--- config.mk ---
export PLATFORM = sky130hd
export DESIGN_NAME = uart_relay_fifo
export DESIGN_NICKNAME = d
export VERILOG_FILES = /design/src/rtl/uart_relay_fifo.sv
export SDC_FILE = /design/constraint.sdc
export NUM_CORES = 1
export LEC_CHECK = 0
export CORE_UTILIZATION = 48
export DETAILED_ROUTE_END_ITERATION = 8
export HOLD_SLACK_MARGIN = 0.02
export PLACE_DENSITY = 0.69
export SYNTH_ARGS = -nofsm -noshare
export SYNTH_HDL_FRONTEND = slang
export SYNTH_SLANG_ARGS = --single-unit
--- constraint.sdc ---
create_clock -name clk -period 3.65 [get_ports clk]
set_input_delay 0.73 -clock clk [delete_from_list [all_inputs] [get_ports clk]]
set_output_delay 0.73 -clock clk [all_outputs]
set_load 0.02 [all_outputs]
--- src/rtl/uart_relay_fifo.sv ---
// uart_relay_fifo: byte FIFO plus launch sequencer between uart_rx_sol and
// uart_tx_sol. Bytes leave in arrival order. Each launch is a single tx_en
// pulse, and the next launch waits until the transmitter is ready again.
//
// Optional build macro RELAY_LATENCY_EN adds a 32-bit arm-to-first-push
// latency counter on lat_cycles. When the macro is not defined,
// lat_cycles is tied to 0 and arm is ignored.
module uart_relay_fifo #(
  parameter int DEPTH        = 16,
  parameter int AW           = 4,
  parameter int BUSY_TIMEOUT = 4
) (
  input  logic          clk,
  input  logic          rst,
  input  logic          in_valid,
  input  logic [7:0]    in_data,
  input  logic          flush,
  input  logic          arm,
  input  logic          tx_rdy,
  output logic          tx_en,
  output logic [7:0]    tx_data,
  output logic [AW:0]   count,
  output logic          empty,
  output logic          full,
  output logic          overflow,
  output logic [31:0]   lat_cycles
);

  localparam logic [AW:0] FULL_CNT = (AW+1)'(DEPTH);
  localparam logic [7:0]  TMO_MAX  = 8'(BUSY_TIMEOUT);

  typedef enum logic [1:0] {
    S_IDLE      = 2'd0,
    S_WAIT_BUSY = 2'd1,
    S_WAIT_RDY  = 2'd2
  } state_t;

  state_t          state, state_nx;
  logic [7:0]      tmo, tmo_nx;
  logic [7:0]      mem [DEPTH];
  logic [AW-1:0]   wr_ptr, rd_ptr;
  logic            push, launch;

  // empty/full come only from the registered count. Both flags therefore
  // always agree with count, and a pop in the same cycle never makes room
  // for a push.
  assign empty = (count == '0);
  assign full  = (count == FULL_CNT);

  // A push is accepted only when there is room and no flush is in progress.
  // Flush takes priority over a push in the same cycle.
  assign push = in_valid && !full && !flush;

  // Sequencer next-state logic. A launch is decided in S_IDLE from the
  // registered occupancy. The FSM then waits for tx_rdy to drop, or times
  // out if the transmitter never shows busy.
  always_comb begin
    state_nx = state;
    tmo_nx   = tmo;
    launch   = 1'b0;
    case (state)
      S_IDLE: begin
        if (!empty && tx_rdy && !flush) begin
          launch   = 1'b1;
          tmo_nx   = '0;
          state_nx = S_WAIT_BUSY;
        end
      end
      S_WAIT_BUSY: begin
        if (!tx_rdy) begin
          state_nx = S_WAIT_RDY;
        end else begin
          tmo_nx = tmo + 8'd1;
          if (tmo + 8'd1 == TMO_MAX) state_nx = S_IDLE;
        end
      end
      S_WAIT_RDY: begin
        if (tx_rdy) state_nx = S_IDLE;
      end
      default: state_nx = S_IDLE;
    endcase
  end

  // Sequencer state register. Flush does not touch it, so a launch that is
  // already in flight completes its wait states.
  always_ff @(posedge clk) begin
    if (rst) begin
      state <= S_IDLE;
      tmo   <= '0;
    end else begin
      state <= state_nx;
      tmo   <= tmo_nx;
    end
  end

  // Byte storage. Only accepted pushes are written.
  always_ff @(posedge clk) begin
    if (push && !rst) mem[wr_ptr] <= in_data;
  end

  // Pointers, occupancy and the sticky drop flag.
  always_ff @(posedge clk) begin
    if (rst || flush) begin
      wr_ptr   <= '0;
      rd_ptr   <= '0;
      count    <= '0;
      overflow <= 1'b0;
    end else begin
      if (push)   wr_ptr <= wr_ptr + 1'b1;
      if (launch) rd_ptr <= rd_ptr + 1'b1;
      case ({push, launch})
        2'b10:   count <= count + 1'b1;
        2'b01:   count <= count - 1'b1;
        default: count <= count;
      endcase
      if (in_valid && full) overflow <= 1'b1;
    end
  end

  // Transmit handoff. tx_en is a one-cycle pulse. tx_data keeps the last
  // launched byte until the next launch.
  always_ff @(posedge clk) begin
    if (rst) begin
      tx_en   <= 1'b0;
      tx_data <= 8'h00;
    end else begin
      tx_en <= launch;
      if (launch) tx_data <= mem[rd_ptr];
    end
  end

`ifdef RELAY_LATENCY_EN
  logic [31:0] lat_cnt;
  logic        lat_run;

  // Arm-to-first-push latency. The edge that accepts the freezing push
  // still counts. The counter saturates instead of wrapping. If arm and a
  // push arrive in the same cycle, the counter restarts and keeps running.
  always_ff @(posedge clk) begin
    if (rst) begin
      lat_cnt <= '0;
      lat_run <= 1'b0;
    end else if (arm) begin
      lat_cnt <= '0;
      lat_run <= 1'b1;
    end else if (lat_run) begin
      if (lat_cnt != 32'hFFFF_FFFF) lat_cnt <= lat_cnt + 32'd1;
      if (push) lat_run <= 1'b0;
    end
  end

  assign lat_cycles = lat_cnt;
`else
  logic unused_arm;
  assign unused_arm = arm;
  assign lat_cycles = '0;
`endif

endmodule

== Yosys cells after proc, flatten, opt, wreduce, memory -nomap -nowiden ==
Memory sizes are Yosys's and may differ from the RTL's. A register that Yosys moved wholly into a read port is not among the register bits.
Cells that the tools add are included.
Storage, ports and cells
  register bits: 25
  memory bits (writable): 128
  input bits: 14
  output and inout port bits: 49
  word-level logic and storage cells: 53
  memories: 1
Memory list
  mem: depth 16, bits a word 8, read ports 1, clocked after Yosys merged registers in 1, wr ports 1, RTL line 40  | logic [7:0] mem [DEPTH];
Operators by class
  add/sub/neg operators: 5
  eq/ne operators: 10
  muxes and demuxes: 13
  reduce and logical (&&, ||, !) cells: 17
Operators with widths (number)
  $mux 8: 2
  $pmux 8 s2: 1
  $pmux 5 s2: 1
  $add 4x1->4 const B: 2
  $add 8x1->8 const B: 1
  $eq 8x3->1 const B: 1
  $mux 2: 4
  $logic_and 1x1->1: 6
  $ne 2x2->1 const B: 3
  $pmux 2 s3: 1
  $reduce_and 3->1: 2
  $add 5x1->5 const B: 1
  $eq 5x5->1 const B: 1
  $logic_not 5->1: 1
  $sub 5x1->5 const B: 1
  $eq 2x1->1 const B: 2
  $eq 2x2->1 const B: 2
  $logic_not 1->1: 4
  $mux 1: 4
  $reduce_bool 2->1: 2
  $ne 3x3->1 const B: 1
  $logic_not 2->1: 1
  $logic_or 1x1->1: 1

== Depth between registers and ports, before layout ==
Gate-level depths: netlist of run 1.
  depth after elaboration: 8
  depth in mapped cells: 11
  depth with buffers taken out: 11

== Worst setup path after synthesis of run 1 ==
No wires, ideal clock.
  kind: in2reg
  start point: input port flush
  end point: register count[4]
  library setup time: 70 ps
  arrival: 2747 ps
  setup slack: 833 ps
  cell stages on the path: 11
  buffers on the path: 0
  cell sequence: nor4b_2 > o21ai_4 > inv_2 > ha_1 > inv_1 > fa_1 > nor2b_1 > o21ai_0 > nor4b_1 > or3_1 > a21oi_1
Between the ends
  word-level cells in the longest chain between the ends: 6
Ends and longest elaborated chain
  from (decl): RTL line 17  | input logic flush,
  $logic_not 1->1 *: RTL line 63  | if (!empty && tx_rdy && !flush) begin
  $logic_and 1x1->1 *: RTL line 63
  $mux 1 *: RTL line 63
  $mux 1 *: RTL line 61  | case (state)
  net launch: RTL line 42  | logic push, launch;
  $eq 2x1->1 or $eq 2x2->1 (tied branches): RTL line 111  | case ({push, launch})
  $pmux 5 s2 or $reduce_bool 2->1 (tied branches)
  to (signal assigned): RTL line 112  | 2'b10: count <= count + 1'b1;
  to (signal assigned): RTL line 113  | 2'b01: count <= count - 1'b1;
  to (signal assigned): RTL line 114  | default: count <= count;
  to (decl): RTL line 22  | output logic [AW:0] count,
The timed path passes the listed nets; every way through them passes the cells marked *.
A chain may end at the register's enable or synchronous reset.

== Worst setup path in the final report of run 1 ==
  start point: input port tx_rdy
  end point: register count[4]
Between the ends
  word-level cells in the longest chain between the ends: 6
Ends and longest elaborated chain
  from (decl): RTL line 19  | input logic tx_rdy,
  $logic_and 1x1->1 * (2 in a row): RTL line 63
  $mux 1 *: RTL line 63
  $mux 1 *: RTL line 61
  net launch: RTL line 42
  $eq 2x1->1 or $eq 2x2->1 (tied branches): RTL line 111
  $pmux 5 s2 or $reduce_bool 2->1 (tied branches)
Marks and branches as above.

==> results.yml, run 1 <==
routing:
  wire_per_inst_um: 18.3
  ant_nets: 0
  drtIter0Drc: 244
  post-route-drc-count: 0
  num_vias: 3556
  dr.pass1.iters: 4
  wl_mm: 12.1
  viasPerCell: 5.36
final_layout:
  area_growth_pct: 15.7
  final_nets: 499
  multi_input_area_um2: 1980
  register_area_um2: 4510
  final_core_util_pct: 57.8
  layout-drive-gt1-share_pct: 19.9
  diodes: 0
  n_fill_cell: 1049
placed_design:
  gp_congestion: 0.814
  portBuffers: 29
  hpwlAfterDp_mm: 7.84
power_and_ir_drop:
  peakVddDrop_mv: 0.432
  p_per_area_nw_per_um2: 486
  p_leak_nw: 2.56
  power_mw: 3.78
hold_path:
  hold_path.class: "flop to flop"
timing:
  fmax_mhz: 334
  rsz0062_at_grt: "false"
  fin_crit_sh_pct: 82.0
  setup_viol: 0
  worst_pin_slew_ns: 1.14
  tns_ns: 0
  fin_worst_skew_ns: 0.0150
  report.final.slew_viol_count: 0
  timing.final.crit_period_ns: 2.99
  max_slew_margin_pct: 23.6
  hold_viol: 0
logic_synthesis:
  synth_edf_count: 128
  yosys-top-cells-area: "edfxtp_1 (57%), mux4_2 (11%), dfxtp_1 (9.8%)"
  synth-async-reset-ratio_pct: 0
  netlist_instances: 422
  syn_area_per_cell_um2: 15.9
  yosysMostFrequentCell: "edfxtp_1"
  ys_seq_area_share_pct: 67.0
  yosysTopAreaCell: "edfxtp_1"
  ys.flop_type: "edfxtp_1"
  synth_common_cells: "edfxtp_1 (128), nor2_1 (35), dfxtp_1 (33)"
  synth.distinct_cells: 47
  syn_area_um2: 6730
  yosysWarnings: 0
  synth-seq-cells: 161
  netlist.area_leader.share_pct: 57.2
floorplanning:
  die_x_um: 120
  fp.coreArea_um2: 13500
  die_y_um: 120
  rows: 42
  ios: 63
  initial_core_util_pct: 50.0
  die-area_um2: 14500
cts:
  clock_sinks: 161
  ctsHtreeMaxLevel: 4
  path_clk_slew_ns: 0.06
  cts-root-buf: "clkbuf_16"
  ctsResizeCount: 0
  numCtsBuffers: 17
  clock_latency_ns: 0.43
  postCtsHoldBufs: 0
  cts_setup_buffers: 0
  cts_tree: "done"
  cts_buffer_depth: 2
grt:
  grt_max_degree: 22
  track_usage_pct: 18.4
  antenna_found_initial: 0
  first_global_vias: 3559
  overflow: 0
  grt_pass1_wl_mm: 19.1
setup_path:
  worst-path-max-fanout: 5
  path_class: "input port to flop"
  end_kind: "flop"
  required_ns: 4.00
  arrival_ns: 3.34
  critPathLaunchType: "input port"
flow_run:
  maxCapViolCount: 0
status:
  status: "completed"
cells by family (layout without fill, tap and decap cells):
family / Yosys count / count (layout) / synth area share [%]
AOI/OAI and AO/OA: 37 / 37 / 3.83
xor gates and xnor gates: 9 / 9 / 1.17
adders and majority gates: 11 / 11 / 2.16
buffers and inverters: 61 / 95 / 5.32
DFF: 161 / 161 / 67.0
muxes: 50 / 50 / 13.4
other: 1 / 32 / 0.0558
and+or+nand+nor: 92 / 92 / 7.09
sequential cells by signal, summed over array words and instances (netlist names):
register,count
tx_data,8
wr_ptr,4
overflow,1
mem,128
tmo,8
rd_ptr,4
state,2
count,5
tx_en,1
area by class of cell:
| cell class | instances | share of cell area [%] |
|---|---|---|
| well taps | 176 | 2.83 |
| clock buffers | 18 | 5.64 |
| flip-flops and latches | 161 | 57.9 |
| repair buffers | 53 | 6.05 |
| inverters | 10 | 0.482 |
| clock inverters | 14 | 1.66 |
| multi-input cells | 231 | 25.4 |
cell usage in the layout, fill, tap and decap left out, types with 9 or more instances in the layout:
master           count
a21oi_1             10
buf_4               24
clkbuf_16           17
clkdlybuf4s50_1     29
conb_1              32
dfxtp_1             32
edfxtp_1           128
ha_1                10
inv_1                9
mux2i_1             18
mux4_2              32
nand2_1             17
nor2_1              35
metal layers:
layer,vias up,global-route usage (%),part of all wire (%)
li1,1658,-,-
met1,1802,23.4,43
met2,91,30.5,52
met3,5,5.19,4.6
met4,0,6.48,0.56
met5,-,0,0
per-stage QoR:
stage | cell area [um^2] | std cells | setup WS (ns) | hold slack (ns)
2_1_floorplan | 6840 | 453 | 0.833 | 0.458
3_3_place_gp | 7210 | 631 | 0.283 | 0.451
3_5_place_dp | 7210 | 631 | 0.222 | 0.482
4_1_cts | 7780 | 663 | 0.673 | 0.497
5_1_grt | 7780 | 663 | 0.411 | 0.521
6_report | 7780 | 663 | 0.656 | 0.491
worst paths after layout:
path | startpoint | endpoint | slack [ns] | cells past startpoint
setup / recovery | tx_rdy | count[4] | 0.66 | 12
hold reg to reg | overflow | overflow | 0.49 | 2
setup reg to reg | count[0] | count[4] | 0.88 | 10
hold / removal | overflow | overflow | 0.49 | 2
power breakdown:
part           total [mW]  switching (mW)  internal [mW]  leakage, nW
logic               0.119          0.0816         0.0371        0.862
clock network        1.68           0.712          0.964        0.279
registers            1.99         0.00522           1.98         1.42
worst max-delay path, cell delays in order:
cell and delay (ns):
clkdlybuf4s50_1 0.53, nor4b_2 0.32, o21ai_4 0.10, inv_2 0.07, ha_1 0.23, inv_1 0.09
fa_1 0.38, nor2b_1 0.16, o21ai_0 0.12, nor4b_1 0.17, or3_1 0.31, a21oi_1 0.12
(Power assumes the default switching activity.)
==> run 2, diff against run 1 <==
==> constraint.sdc (replaced) <==
create_clock -name clk -period 3.13 [get_ports clk]
set_input_delay 0.626 -clock clk [delete_from_list [all_inputs] [get_ports clk]]
set_output_delay 0.626 -clock clk [all_outputs]
set_load 0.02 [all_outputs]
==> results.yml, run 2 (same netlist as run 1, synthesis figures left out) <==
setup_path:
  arrival_ns: 3.13
  worst_r2r_startpoint: "count[0]"
  critPathLaunchType: "input port"
  r2r_end: "count[4]"
  path_class: "input port to flop"
  required_ns: 3.48
  reg2reg_slack_ns: 0.45
  worst-path-max-fanout: 4
  reg2regPathDepth: 10
  end_kind: "flop"
grt:
  overflow: 0
  grt_max_degree: 35
  antenna_found_initial: 0
  grt_pass1_wl_mm: 19.3
  first_global_vias: 3517
  track_usage_pct: 18.7
timing:
  report.final.slew_viol_count: 0
  hold_viol: 0
  fin_crit_sh_pct: 88.8
  setup_viol: 0
  tns_ns: 0
  rsz0062_at_grt: "false"
  timing.final.crit_period_ns: 2.78
  fmax_mhz: 360
  whs_ns: 0.496
  worst_pin_slew_ns: 0.666
  fin_worst_skew_ns: 0.0109
  max_slew_margin_pct: 55.6
power_and_ir_drop:
  p_leak_nw: 2.57
  switchingPower_uw: 944
  seqPwrFrac_pct: 51.3
  peakVddDrop_mv: 0.569
  combPwrFrac_pct: 3.1
  power_mw: 4.52
  p_per_area_nw_per_um2: 577
  sw_frac_of_total_pct: 20.9
  internal-power_mw: 3.57
  clkPwrFrac_pct: 45.5
placed_design:
  place_inst: 633
  gp_congestion: 0.803
  portBuffers: 29
  hpwlAfterDp_mm: 7.64
floorplanning:
  die_x_um: 120
  initial_core_util_pct: 50.0
  fp.coreArea_um2: 13500
  die-area_um2: 14500
  ios: 63
  rows: 42
  die_y_um: 120
cts:
  ctsHtreeMaxLevel: 4
  ctsResizeCount: 0
  numCtsBuffers: 17
  clock_sinks: 161
  path_clk_slew_ns: 0.06
  cts_tree: "done"
  cts_setup_buffers: 0
  postCtsHoldBufs: 0
  clock_latency_ns: 0.43
  cts_buffer_depth: 2
  cts-root-buf: "clkbuf_16"
routing:
  wire_per_inst_um: 18.5
  wl_mm: 12.3
  dr.pass1.iters: 4
  post-route-drc-count: 0
  viasPerCell: 5.33
  drtIter0Drc: 195
  num_vias: 3545
  ant_nets: 0
status:
  status: "completed"
final_layout:
  final_nets: 501
  area_growth_pct: 16.3
  stdcell_count: 665
  layout_commonest_cell: "edfxtp_1"
  layout-drive-gt1-share_pct: 19.8
  final_cell_mix: "edfxtp_1 (128), nor2_1 (35), mux4_2 (32), conb_1 (32), dfxtp_1 (32)"
  n_fill_cell: 1035
  diodes: 0
  top_register: "mem"
  top_regs: "mem (128), tmo (8), tx_data (8)"
  largest_register_ffs: 128
flow_run:
  maxCapViolCount: 0
hold_path:
  hold_path_depth: 2
  min_to: "overflow"
  hold_path.class: "flop to flop"
  min_from: "overflow"
-- run 2: cell types whose count changed in the layout (fill, tap and decap cells not counted) --
cell / change
clkinv_2: -4
buf_4: +2
clkbuf_1: +2
bufinv_16: +1
clkinv_4: -1
clkinvlp_4: +1
inv_8: +1
-- run 2: routing by layer --
metal / track usage (%) / vias up / share of wire [%]
met3: 5.19 / 13 / 3.9
met5: 0 / - / 0
met4: 7.33 / 0 / 1.6
met1: 23.9 / 1789 / 44
met2: 30.3 / 79 / 50
li1: - / 1664 / -
-- run 2: power groups by stage --
stage	clock (mW)	sequential (mW)	combinational (mW)
CTS	2.11	2.32	0.142
global route	2.18	2.32	0.155
detailed placement	0	2.37	0.142
global placement	0	2.36	0.138
floorplan	0	2.37	0.110
finish	2.06	2.32	0.142
-- run 2: area by class of cell --
cell class | count | area (um^2) | share of cell area (%)
well taps | 176 | 220 | 2.81
multi-input cells | 231 | 1980 | 25.3
inverters | 10 | 37.5 | 0.480
flip-flops and latches | 161 | 4510 | 57.6
clock buffers | 20 | 447 | 5.71
repair buffers | 55 | 485 | 6.21
clock inverters | 12 | 149 | 1.90
-- run 2: worst max path at each step --
stage / cells after the start / from / endpoint / slack [ns]
2_1_floorplan: 10 / count[0] / count[4] / 0.39
3_3_place_gp: 12 / flush / count[4] / -0.01
3_5_place_dp: 12 / flush / count[4] / -0.08
4_1_cts: 3 / count[0] / full / 0.31
5_1_grt: 12 / flush / count[4] / 0.17
6_report: 12 / tx_rdy / count[4] / 0.35
-- run 2: worst max-delay path, stage by stage --
cell,delay (ns)
clkdlybuf4s50_1,0.48
nor4b_2,0.30
o21ai_4,0.10
inv_2,0.07
ha_1,0.21
inv_1,0.10
fa_1,0.39
nor2b_1,0.15
o21ai_0,0.11
nor4b_1,0.17
or3_1,0.32
a21oi_1,0.12
-- run 2: through the flow --
| stage | instance area [um^2] | utilization (%) | setup slack, ns |
|---|---|---|---|
| final | 7820 | 58.2 | 0.350 |
| after global routing | 7820 | 58.2 | 0.168 |
| after CTS | 7820 | 58.2 | 0.310 |
| after detailed placement | 7230 | 53.7 | -0.0787 |
| after global placement | 7230 | 53.7 | -0.0120 |
| after floorplan | 6840 | - | 0.391 |
==> run 3, diff against run 2 <==
--- a/config.mk
+++ b/config.mk
@@ -5,7 +5,9 @@
 export SDC_FILE = /design/constraint.sdc
 export NUM_CORES = 1
 export LEC_CHECK = 0
+export CORE_MARGIN = 2
 export CORE_UTILIZATION = 48
+export CTS_CLUSTER_SIZE = 28
 export DETAILED_ROUTE_END_ITERATION = 8
 export HOLD_SLACK_MARGIN = 0.02
 export PLACE_DENSITY = 0.69
==> results.yml, run 3 (same netlist as run 1, synthesis figures left out) <==
setup_path:
  endpoint: "full"
  reg2regPathDepth: 10
  path_class: "flop to output pin"
  required_ns: 2.50
  max_stage_delay_ns: 0.63
  cp-startpoint: "count[0]"
  arrival_ns: 2.17
  reg2reg_slack_ns: 0.40
  r2r_end: "count[4]"
  worst-path-max-fanout: 6
  slowest_stage: "clkdlybuf4s50_1"
  crit_chain: "or4_4, nor2_1, clkdlybuf4s50_1"
  critPathLaunchType: "flop"
  end_kind: "output pin"
  worst_r2r_startpoint: "count[0]"
routing:
  dr.pass1.iters: 4
  post-route-drc-count: 0
  num_vias: 3570
  viasPerCell: 5.34
  wire_per_inst_um: 18.5
  wl_mm: 12.3
  ant_nets: 0
  drtIter0Drc: 224
cts:
  ctsHtreeMaxLevel: 4
  postCtsHoldBufs: 0
  clock_latency_ns: 0.42
  ctsResizeCount: 0
  cts_tree: "done"
  cts-root-buf: "clkbuf_16"
  numCtsBuffers: 17
  clock_sinks: 161
  path_clk_slew_ns: 0.06
  cts_setup_buffers: 0
  cts_buffer_depth: 2
timing:
  timing.final.crit_period_ns: 2.80
  worst_slack_ns: 0.331
  rsz0062_at_grt: "false"
  hold_viol: 0
  report.final.slew_viol_count: 0
  max_slew_margin_pct: 61.3
  setup_viol: 0
  fin_worst_skew_ns: 0.0100
  fmax_mhz: 357
  fin_crit_sh_pct: 89.4
  worst_pin_slew_ns: 0.578
final_layout:
  largest_register_ffs: 128
  stdcell_count: 669
  layout-drive-gt1-share_pct: 19.6
  top_regs: "mem (128), tmo (8), tx_data (8)"
  final_nets: 502
  final_cell_mix: "edfxtp_1 (128), nor2_1 (35), mux4_2 (32), conb_1 (32), dfxtp_1 (32)"
  area_growth_pct: 16.4
  diodes: 0
  design_area_um2: 7830
  layout_commonest_cell: "edfxtp_1"
  top_register: "mem"
placed_design:
  hpwlAfterDp_mm: 7.86
  gp_congestion: 0.773
  placed_area_um2: 7240
  place_inst: 638
  preCtsSetupSlack_ns: -0.0733
  portBuffers: 29
grt:
  antenna_found_initial: 0
  grt_max_degree: 35
  grt_pass1_wl_mm: 19.9
  first_global_vias: 3633
  overflow: 0
  track_usage_pct: 18.3
status:
  status: "completed"
power_and_ir_drop:
  switchingPower_uw: 923
  peakVddDrop_mv: 0.508
  sw_frac_of_total_pct: 20.4
  combPwrFrac_pct: 3.2
  seqPwrFrac_pct: 51.2
  p_per_area_nw_per_um2: 579
  internal-power_mw: 3.61
  clkPwrFrac_pct: 45.6
  p_leak_nw: 2.58
floorplanning:
  rows: 43
  die-area_um2: 15000
  ios: 63
  die_y_um: 122
  die_x_um: 122
  initial_core_util_pct: 48.8
  fp.coreArea_um2: 13800
flow_run:
  maxCapViolCount: 0
hold_path:
  hold_path.class: "flop to flop"
==> run 3: cell types whose count changed in the layout (fill, tap and decap cells not counted), sizes merged <==
cell | before | now
inv | 15 | 13
bufinv | 2 | 3
buf | 26 | 27
clkbuf | 20 | 17
clkinv | 2 | 7
clkinvlp | 3 | 1
==> run 3: power by group through the flow <==
stage               combinational, mW  sequential (mW)  clock [mW]
finish                          0.144             2.32        2.07
global route                    0.160             2.32        2.20
CTS                             0.145             2.32        2.11
detailed placement              0.144             2.37           0
global placement                0.140             2.36           0
floorplan                       0.110             2.37           0
==> run 3: final cells by class <==
cell class	instances	area, um^2
fillers	1106	5950
flip-flops and latches	161	4510
multi-input cells	231	1980
repair buffers	56	493
clock buffers	17	425
well taps	180	225
clock inverters	14	161
inverters	10	37.5
==> run 3: per-layer routing <==
metal	track usage (%)	vias up	wire, um
li1	-	1661	-
met1	23.6	1817	5320
met2	29.8	82	6370
met3	4.65	10	500
met4	7.47	0	161
met5	0	-	0
==> run 3: stage by stage <==
stage                     hold WS (ns)  TNS [ns]  total power, mW  utilization (%)
after floorplan                  0.458         0             2.48                -
after global placement           0.450  -0.00707             2.50             52.6
after detailed placement         0.468   -0.0733             2.51             52.6
after CTS                        0.485         0             4.57             56.8
after global routing             0.512         0             4.68             56.8
final                            0.485         0             4.53             56.8
==> run 3: critical path: cells and delay by family (launching register included) <==
family	cells	cell delay (ns)
buffers and inverters	1	0.63
AND/OR/NAND/NOR	2	0.76
flip-flops	1	0.36
==> run 3: worst min-delay path by stage <==
stage | start | cells after the start | slack [ns] | to
after CTS | overflow | 2 | 0.48 | overflow
after global routing | tmo[0] | 1 | 0.51 | tmo[0]
after floorplan | tmo[0] | 1 | 0.46 | tmo[0]
after detailed placement | overflow | 2 | 0.47 | overflow
final | overflow | 2 | 0.49 | overflow
after global placement | overflow | 2 | 0.45 | overflow
